## config.mk

```make
export PLATFORM = sky130hd
export DESIGN_NAME = alu_cmd_ctrl_flat
export DESIGN_NICKNAME = d
export VERILOG_FILES = /design/src/rtl/alu_cmd_ctrl_if.sv /design/src/rtl/alu_cmd_ctrl.sv /design/src/flat_wrapper.sv
export SDC_FILE = /design/constraint.sdc
export NUM_CORES = 1
export LEC_CHECK = 0
export ABC_AREA = 1
export CORE_AREA = 2 2 62 64
export CTS_CLUSTER_SIZE = 16
export DETAILED_ROUTE_END_ITERATION = 8
export DIE_AREA = 0 0 64 66
export MAX_ROUTING_LAYER = met4
export PLACE_DENSITY = 0.78
export SLEW_MARGIN = 25
export SYNTH_ARGS = -nofsm -noshare
export SYNTH_HDL_FRONTEND = slang
export SYNTH_SLANG_ARGS = --single-unit
```

## constraint.sdc

```tcl
create_clock -name clk -period 3.75 [get_ports clk]
set_clock_uncertainty 0.15 [all_clocks]
set_input_delay 0.75 -clock clk [delete_from_list [all_inputs] [get_ports clk]]
set_output_delay 0.75 -clock clk [all_outputs]
set_load 0.01 [all_outputs]
```

## src/rtl/alu_cmd_ctrl_if.sv

```systemverilog
// Command-sequencer bus: RX bytes in, ALU operand/enable out, ALU result in, TX strobe out.
// master = environment (UART RX, ALU, TX FIFO); slave = the sequencer.
interface alu_cmd_ctrl_if #(
    parameter int DATA_WIDTH = 8
);
    logic [DATA_WIDTH-1:0] rx_p_data;
    logic                  rx_d_vld;
    logic [DATA_WIDTH-1:0] alu_out;
    logic                  out_valid;
    logic                  fifo_full;
    logic [DATA_WIDTH-1:0] alu_a;
    logic [DATA_WIDTH-1:0] alu_b;
    logic [3:0]            alu_fun;
    logic                  alu_en;
    logic [DATA_WIDTH-1:0] tx_p_data;
    logic                  tx_d_vld;
    logic                  alu_err;
    logic                  cmd_drop;

    modport master (
        output rx_p_data, rx_d_vld, alu_out, out_valid, fifo_full,
        input  alu_a, alu_b, alu_fun, alu_en, tx_p_data, tx_d_vld, alu_err, cmd_drop
    );

    modport slave (
        input  rx_p_data, rx_d_vld, alu_out, out_valid, fifo_full,
        output alu_a, alu_b, alu_fun, alu_en, tx_p_data, tx_d_vld, alu_err, cmd_drop
    );
endinterface

```

## src/rtl/alu_cmd_ctrl.sv

```systemverilog
// Parses CC/A/B/FUN or DD/FUN frames, runs the ALU with a bounded wait, forwards one result byte.
// FUN byte at n -> ALU_EN n+1 -> TX strobe >= n+2; a full TX FIFO stalls in SEND with the byte held.
module alu_cmd_ctrl #(
    parameter int                    DATA_WIDTH  = 8,
    parameter logic [DATA_WIDTH-1:0] CMD_ALU_OPR  = 8'hCC,
    parameter logic [DATA_WIDTH-1:0] CMD_ALU_NOPR = 8'hDD,
    parameter int                    TIMEOUT     = 15,
    parameter logic [DATA_WIDTH-1:0] ERR_CODE    = 8'hEE
) (
    input logic          clk,
    input logic          rst,
    alu_cmd_ctrl_if.slave bus
);
    localparam int CNT_W = $clog2(TIMEOUT + 1);

    typedef enum logic [2:0] {
        IDLE     = 3'd0,
        GET_A    = 3'd1,
        GET_B    = 3'd2,
        GET_FUN  = 3'd3,
        WAIT_RES = 3'd4,
        SEND     = 3'd5
    } state_t;

    state_t state, state_nxt;

    logic [DATA_WIDTH-1:0] alu_a_q;
    logic [DATA_WIDTH-1:0] alu_b_q;
    logic [3:0]            alu_fun_q;
    logic [DATA_WIDTH-1:0] tx_dat_q;
    logic                  alu_err_q;
    logic                  cmd_drop_q;
    logic [CNT_W-1:0]      wait_cnt;
    logic                  alu_en_c;
    logic                  tx_vld_c;

    logic is_opr;
    logic is_nopr;
    logic timeout_hit;

    assign is_opr      = (bus.rx_p_data == CMD_ALU_OPR);
    assign is_nopr     = (bus.rx_p_data == CMD_ALU_NOPR);
    // Last permitted wait cycle; a result arriving on this same cycle still wins.
    assign timeout_hit = (wait_cnt == CNT_W'(TIMEOUT - 1));

    always_ff @(posedge clk) begin
        if (!rst) begin
            state <= IDLE;
        end else begin
            state <= state_nxt;
        end
    end

    always_comb begin
        state_nxt = state;
        case (state)
            IDLE: begin
                if (bus.rx_d_vld && is_opr) begin
                    state_nxt = GET_A;
                end else if (bus.rx_d_vld && is_nopr) begin
                    state_nxt = GET_FUN;
                end
            end
            GET_A:    if (bus.rx_d_vld) state_nxt = GET_B;
            GET_B:    if (bus.rx_d_vld) state_nxt = GET_FUN;
            GET_FUN:  if (bus.rx_d_vld) state_nxt = WAIT_RES;
            WAIT_RES: if (bus.out_valid || timeout_hit) state_nxt = SEND;
            SEND:     if (!bus.fifo_full) state_nxt = IDLE;
            default:  state_nxt = IDLE;
        endcase
    end

    always_comb begin
        alu_en_c = 1'b0;
        tx_vld_c = 1'b0;
        case (state)
            WAIT_RES: alu_en_c = 1'b1;
            SEND:     tx_vld_c = !bus.fifo_full;
            default:  ;
        endcase
    end

    always_ff @(posedge clk) begin
        if (!rst) begin
            alu_a_q    <= '0;
            alu_b_q    <= '0;
            alu_fun_q  <= '0;
            tx_dat_q   <= '0;
            alu_err_q  <= 1'b0;
            cmd_drop_q <= 1'b0;
            wait_cnt   <= '0;
        end else begin
            alu_err_q  <= 1'b0;
            cmd_drop_q <= 1'b0;

            if (bus.rx_d_vld) begin
                case (state)
                    IDLE:    cmd_drop_q <= !(is_opr || is_nopr);
                    GET_A:   alu_a_q    <= bus.rx_p_data;
                    GET_B:   alu_b_q    <= bus.rx_p_data;
                    GET_FUN: alu_fun_q  <= bus.rx_p_data[3:0];
                    default: cmd_drop_q <= 1'b1;
                endcase
            end

            if (state == WAIT_RES) begin
                if (bus.out_valid) begin
                    tx_dat_q <= bus.alu_out;
                    wait_cnt <= '0;
                end else if (timeout_hit) begin
                    tx_dat_q  <= ERR_CODE;
                    alu_err_q <= 1'b1;
                    wait_cnt  <= '0;
                end else begin
                    wait_cnt <= wait_cnt + CNT_W'(1);
                end
            end
        end
    end

    assign bus.alu_a     = alu_a_q;
    assign bus.alu_b     = alu_b_q;
    assign bus.alu_fun   = alu_fun_q;
    assign bus.alu_en    = alu_en_c;
    assign bus.tx_p_data = tx_dat_q;
    assign bus.tx_d_vld  = tx_vld_c;
    assign bus.alu_err   = alu_err_q;
    assign bus.cmd_drop  = cmd_drop_q;
endmodule
```

## src/flat_wrapper.sv

```systemverilog
// flat-port wrapper written by rule: the top's interface ports become plain ports
module alu_cmd_ctrl_flat 
#(
    parameter int                    DATA_WIDTH  = 8,
    parameter logic [DATA_WIDTH-1:0] CMD_ALU_OPR  = 8'hCC,
    parameter logic [DATA_WIDTH-1:0] CMD_ALU_NOPR = 8'hDD,
    parameter int                    TIMEOUT     = 15,
    parameter logic [DATA_WIDTH-1:0] ERR_CODE    = 8'hEE
)
  (clk, rst, bus_rx_p_data, bus_rx_d_vld, bus_alu_out, bus_out_valid, bus_fifo_full, bus_alu_a, bus_alu_b, bus_alu_fun, bus_alu_en, bus_tx_p_data, bus_tx_d_vld, bus_alu_err, bus_cmd_drop);
  alu_cmd_ctrl_if #(.DATA_WIDTH(DATA_WIDTH)) bus_i ();
  input logic clk;
  input logic rst;
  input wire logic [$bits(bus_i.rx_p_data)-1:0] bus_rx_p_data;
  input wire logic [$bits(bus_i.rx_d_vld)-1:0] bus_rx_d_vld;
  input wire logic [$bits(bus_i.alu_out)-1:0] bus_alu_out;
  input wire logic [$bits(bus_i.out_valid)-1:0] bus_out_valid;
  input wire logic [$bits(bus_i.fifo_full)-1:0] bus_fifo_full;
  output wire logic [$bits(bus_i.alu_a)-1:0] bus_alu_a;
  output wire logic [$bits(bus_i.alu_b)-1:0] bus_alu_b;
  output wire logic [$bits(bus_i.alu_fun)-1:0] bus_alu_fun;
  output wire logic [$bits(bus_i.alu_en)-1:0] bus_alu_en;
  output wire logic [$bits(bus_i.tx_p_data)-1:0] bus_tx_p_data;
  output wire logic [$bits(bus_i.tx_d_vld)-1:0] bus_tx_d_vld;
  output wire logic [$bits(bus_i.alu_err)-1:0] bus_alu_err;
  output wire logic [$bits(bus_i.cmd_drop)-1:0] bus_cmd_drop;
  assign bus_i.rx_p_data = bus_rx_p_data;
  assign bus_i.rx_d_vld = bus_rx_d_vld;
  assign bus_i.alu_out = bus_alu_out;
  assign bus_i.out_valid = bus_out_valid;
  assign bus_i.fifo_full = bus_fifo_full;
  assign bus_alu_a = bus_i.alu_a;
  assign bus_alu_b = bus_i.alu_b;
  assign bus_alu_fun = bus_i.alu_fun;
  assign bus_alu_en = bus_i.alu_en;
  assign bus_tx_p_data = bus_i.tx_p_data;
  assign bus_tx_d_vld = bus_i.tx_d_vld;
  assign bus_alu_err = bus_i.alu_err;
  assign bus_cmd_drop = bus_i.cmd_drop;
  alu_cmd_ctrl #(.DATA_WIDTH(DATA_WIDTH), .CMD_ALU_OPR(CMD_ALU_OPR), .CMD_ALU_NOPR(CMD_ALU_NOPR), .TIMEOUT(TIMEOUT), .ERR_CODE(ERR_CODE)) u_core (.clk(clk), .rst(rst), .bus(bus_i));
endmodule
```

# Yosys cells after proc, flatten, opt, wreduce, memory -nomap -nowiden
# Cells that the tools add are included.
totals:
  reg_bits: 37
  latch_bits: 0
  ram_bits: 0
  romBits: 0
  in_bits: 21
  word_cells: 57
  mem_count: 0
classes:
  n_addsub: 1
  multipliers: 0
  div_mod_pow: 0
  magnitude_cmp: 0
  eq_ne: 14
  n_shift: 0
  n_mux: 16
  bitwise_logic: 2
  reduce_logical: 16
ops:
  columns: ["cell", "n"]
  rows:
  - ["2-to-1 mux 3 bit", 7]
  - ["one-hot mux 3 bit (6 select lines)", 1]
  - ["equality test 8 bit, second input constant", 2]
  - ["2-to-1 mux 8 bit", 2]
  - ["AND reduction 2 bit", 5]
  - ["2-to-1 mux 4 bit", 2]
  - ["inequality test 2 bit, second input constant", 4]
  - ["equality test 3 x 2 -> 1 bit, second input constant", 2]
  - ["equality test 3 bit, second input constant", 2]
  - ["AND reduction 6 bit", 1]
  - ["OR reduction 3 bit", 2]
  - ["adder 4 x 1 -> 4 bit, second input constant", 1]
  - ["equality test 4 bit, second input constant", 1]
  - ["equality test 3 x 1 -> 1 bit, second input constant", 1]
  - ["zero test 3 bit", 1]
  - ["2-to-1 mux 1 bit", 3]
  - ["inequality test 3 x 1 -> 1 bit, second input constant", 1]
  - ["logical AND 1 bit", 2]
  - ["zero test 1 bit", 2]
  - ["logical OR 1 bit", 2]
  - ["inequality test 2 x 1 -> 1 bit, second input constant", 1]
  - ["NOT 1 bit", 2]
  - ["one-hot mux 1 bit (2 select lines)", 1]
  - ["nonzero test 2 bit", 1]

# Depth between registers and ports, before layout
depth:
  ltp_word: 5
  ltp_mapped: 10
  ltp_nobuf: 10

# Worst setup path before layout
# No wires, ideal clock.
synth_timing:
  path_type: "input port to output port"
  start: "in bus_fifo_full"
  end: "out bus_tx_d_vld"
  t_arrival_ns: 1.183
  required_time_ns: 2.850
  path_slack_ns: 1.667
  stages: 1
  path_buffers: 0
  path_cell_list: "nor4_1"
synth_between:
  elab_chain_len: 2
synth_rtl:
  columns: ["element", "line", "source"]
  rows:
  - ["start: declaration", "flat_wrapper.sv:18", "input wire logic [$bits(bus_i.fifo_full)-1:0] bus_fifo_full;"]
  - ["zero test 1 bit", null, null]
  - ["2-to-1 mux 1 bit", "alu_cmd_ctrl.sv:76", "case (state)"]
  - ["end: declaration", "flat_wrapper.sv:24", "output wire logic [$bits(bus_i.tx_d_vld)-1:0] bus_tx_d_vld;"]
# No other way between the ends.

# Final worst setup path
layout_timing:
  start: "reg u_core.state[0]"
  end: "out bus_alu_en"
layout_between:
  elab_chain_len: 2
layout_rtl:
  columns: ["element", "line", "source"]
  rows:
  - ["start: declaration", "alu_cmd_ctrl.sv:25", "state_t state, state_nxt;"]
  - ["start signal: assignment", "alu_cmd_ctrl.sv:50", "state <= state_nxt;"]
  - ["equality test 3 bit", "alu_cmd_ctrl.sv:76", null]
  - ["2-to-1 mux 1 bit", "alu_cmd_ctrl.sv:76", null]
  - ["end: declaration", "flat_wrapper.sv:22", "output wire logic [$bits(bus_i.alu_en)-1:0] bus_alu_en;"]
# No other way between the ends.

==> flow_summary.yaml <==
grt:
  overflow: 0
  grt_pass1_vias: 1283
  grt_pass1_wl_um: 5580
  grt_max_degree: 20
  grt_use_total: 0.177
  antenna_found_initial: 0
job:
  maxCapViolCount: 0
place:
  dp_hpwl_um: 2670
  portBuffers: 52
  finalWeightedCongestion: 0.914
  pre_cts_ws_ps: 832
  dpl.cell_count: 298
sta:
  fmax_mhz: 332
  rsz0062_at_grt: "false"
  min_period_ps: 3010
  max_slew_margin: 0.605
  drv_slew: 0
  worstMarginPinSlew_ps: 591
  period_share: 0.803
  final.setup.tns_ps: 0
  setup_violations: 0
  fin_ws_ps: 739
  hold_viol: 0
pwr:
  pwr-share-seq: 0.455
  p_leak_nw: 0.852
  p_clk_frac: 0.175
  irDropWorstVdd_mv: 0.328
  p_int_w: 0.000735
  p_per_area_mw_per_mm2: 525
  p_sw_frac: 0.342
  combPwrFrac: 0.370
  p_sw_w: 0.000381
floorplanning:
  die_h_um: 66
  ioPinCount: 53
  rows: 22
  die-area_mm2: 0.00422
  die_w_um: 64
  start_util: 0.437
  core_area_mm2: 0.00355
cells_and_area:
  drive_gt1_frac: 0.0581
  final_net_count: 280
  final_common_cell: "clkdlybuf4s50_1"
  antenna_cells: 0
  area_growth_pct: 37.1
  instances_no_fill: 306
  final_cell_mix: "clkdlybuf4s50_1, dfxtp_1, nor2_1"
setup_path:
  crit_type: "reg2out"
  critPathBufInv: 2
  cp_num_cells: 4
  path_cells: "nor2_1, nand2_1, inv_1, clkdlybuf4s50_1"
  max_stage_delay_ps: 610
  rr_worst_depth: 6
  critPathMaxFanout: 12
  cp.required_ps: 2850
  path_delay_family: "buffers and inverters"
  cp-start-kind: "register"
  arrival_ps: 2110
  critPathCaptureType: "output pin"
  critPathSlowestCell: "clkdlybuf4s50_1"
detailed_routing:
  final_antenna_net_count: 0
  viasPerCell: 4.83
  routed_wl_um: 3490
  drt_pass1_iterations: 4
  wl_per_cell_um: 11.4
  drt_iter0_drc: 65
  drcViolationCount: 0
  vias: 1477
clock_network:
  cts.htree.levels: 2
  cts.sinks: 37
  cts-hold-fix-buffers: 0
  root_buffer: "clkbuf_4"
  cts_tree: "built"
  cts_buffer_depth: 2
  cts_setup_buffers: 0
  clock_latency_ps: 340
  clkTransAtPathRegs_ps: 100
  cts_buffers: 5
  cts_resized: 0
status:
  status: "finished, final reports clean"
synthesis:
  ys_types: 23
  synth_top_area_cell: "dfxtp_1"
  synth_top_area_share: 0.477
  synth_nets: 228
  synthTopCellsByArea: "dfxtp_1, nor2_1, a21oi_1"
  avgSynthCellArea_um2: 7.57
  ys_warn_count: 0
  syn_inst: 205
  ys_seq_elements: 37
  yosysSeqAreaShare: 0.477
  syn_area_mm2: 0.00155
hold_path:
  hold_class: "reg2reg"
  hold_depth: 2
[metal layers]
metal | up-vias | wire (µm) | track usage
met5 | - | 0 | -
met4 | 0 | 65 | 0.106
met3 | 6 | 141 | 0.0477
met2 | 27 | 1660 | 0.285
met1 | 664 | 1620 | 0.196
li1 | 780 | - | -
[worst paths after layout]
kind                                              end             startpoint  slack [ps]
worst min register to register  u_core.bus.alu_fun[3]  u_core.bus.alu_fun[3]         330
worst min-delay path            u_core.bus.alu_fun[3]  u_core.bus.alu_fun[3]         330
worst max-delay path                       bus_alu_en        u_core.state[0]         740
worst max register to register        u_core.state[2]        u_core.state[0]        1930
[cell usage after synthesis, drive strengths merged]
| library cell | n |
|---|---|
| o21ai | 19 |
| inv | 16 |
| nor4 | 2 |
| nand3 | 16 |
| xor2 | 2 |
| nand4 | 1 |
| nor3 | 13 |
| nor2 | 38 |
| or2 | 1 |
| a211oi | 1 |
| ha | 2 |
| a21oi | 21 |
| nand2 | 28 |
| dfxtp | 37 |
| buf | 6 |
| clkbuf | 2 |
[state kept, by name, summed over array words and instances (netlist names)]
register and count:
u_core.bus.alu_a 8, u_core.state 3, u_core.bus.cmd_drop 1, u_core.bus.tx_p_data 8, u_core.bus.alu_b 8, u_core.bus.alu_fun 4
u_core.wait_cnt 4, u_core.bus.alu_err 1
[kinds of logic after synthesis]
logic type | synth area share
simple gates | 0.283
xor+xnor | 0.0113
fa+ha+maj | 0.0161
compound gates | 0.134
buf+inv | 0.0782
flops | 0.477
[worst reg2reg max path, delay by kind of cell (launching register included)]
family | cells | cell delay [ps]
and+or+nand+nor | 5 | 890
DFF | 1 | 400
buffers and inverters | 1 | 280
[per-stage QoR]
| stage | hold slack [ps] | area [µm²] | util | total power (W) |
|---|---|---|---|---|
| 6_report | 326 | 2130 | 0.599 | 0.00112 |
| 5_1_grt | 334 | 2130 | 0.599 | 0.00120 |
| 4_1_cts | 326 | 2130 | 0.599 | 0.00112 |
| 3_5_place_dp | 310 | 2080 | 0.585 | 0.000933 |
| 3_3_place_gp | 302 | 2080 | 0.585 | 0.000926 |
| 2_1_floorplan | 329 | 1550 | - | 0.000764 |
[power by group through the flow]
stage	clock network, W	logic [W]	registers (W)
floorplan	0	0.000224	0.000539
global placement	0	0.000412	0.000515
detailed placement	0	0.000416	0.000517
CTS	0.000200	0.000417	0.000508
global route	0.000219	0.000459	0.000517
finish	0.000195	0.000413	0.000508
[cell type report]
cell class / count / area, µm²
timing repair buffer: 53 / 528
sequential: 37 / 741
inverter: 16 / 60.1
tap: 48 / 60.1
fill: 312 / 1420
clock buffer: 8 / 48.8
multi-input combinational: 144 / 689
Note: power is estimated with default switching activity, not from simulation.
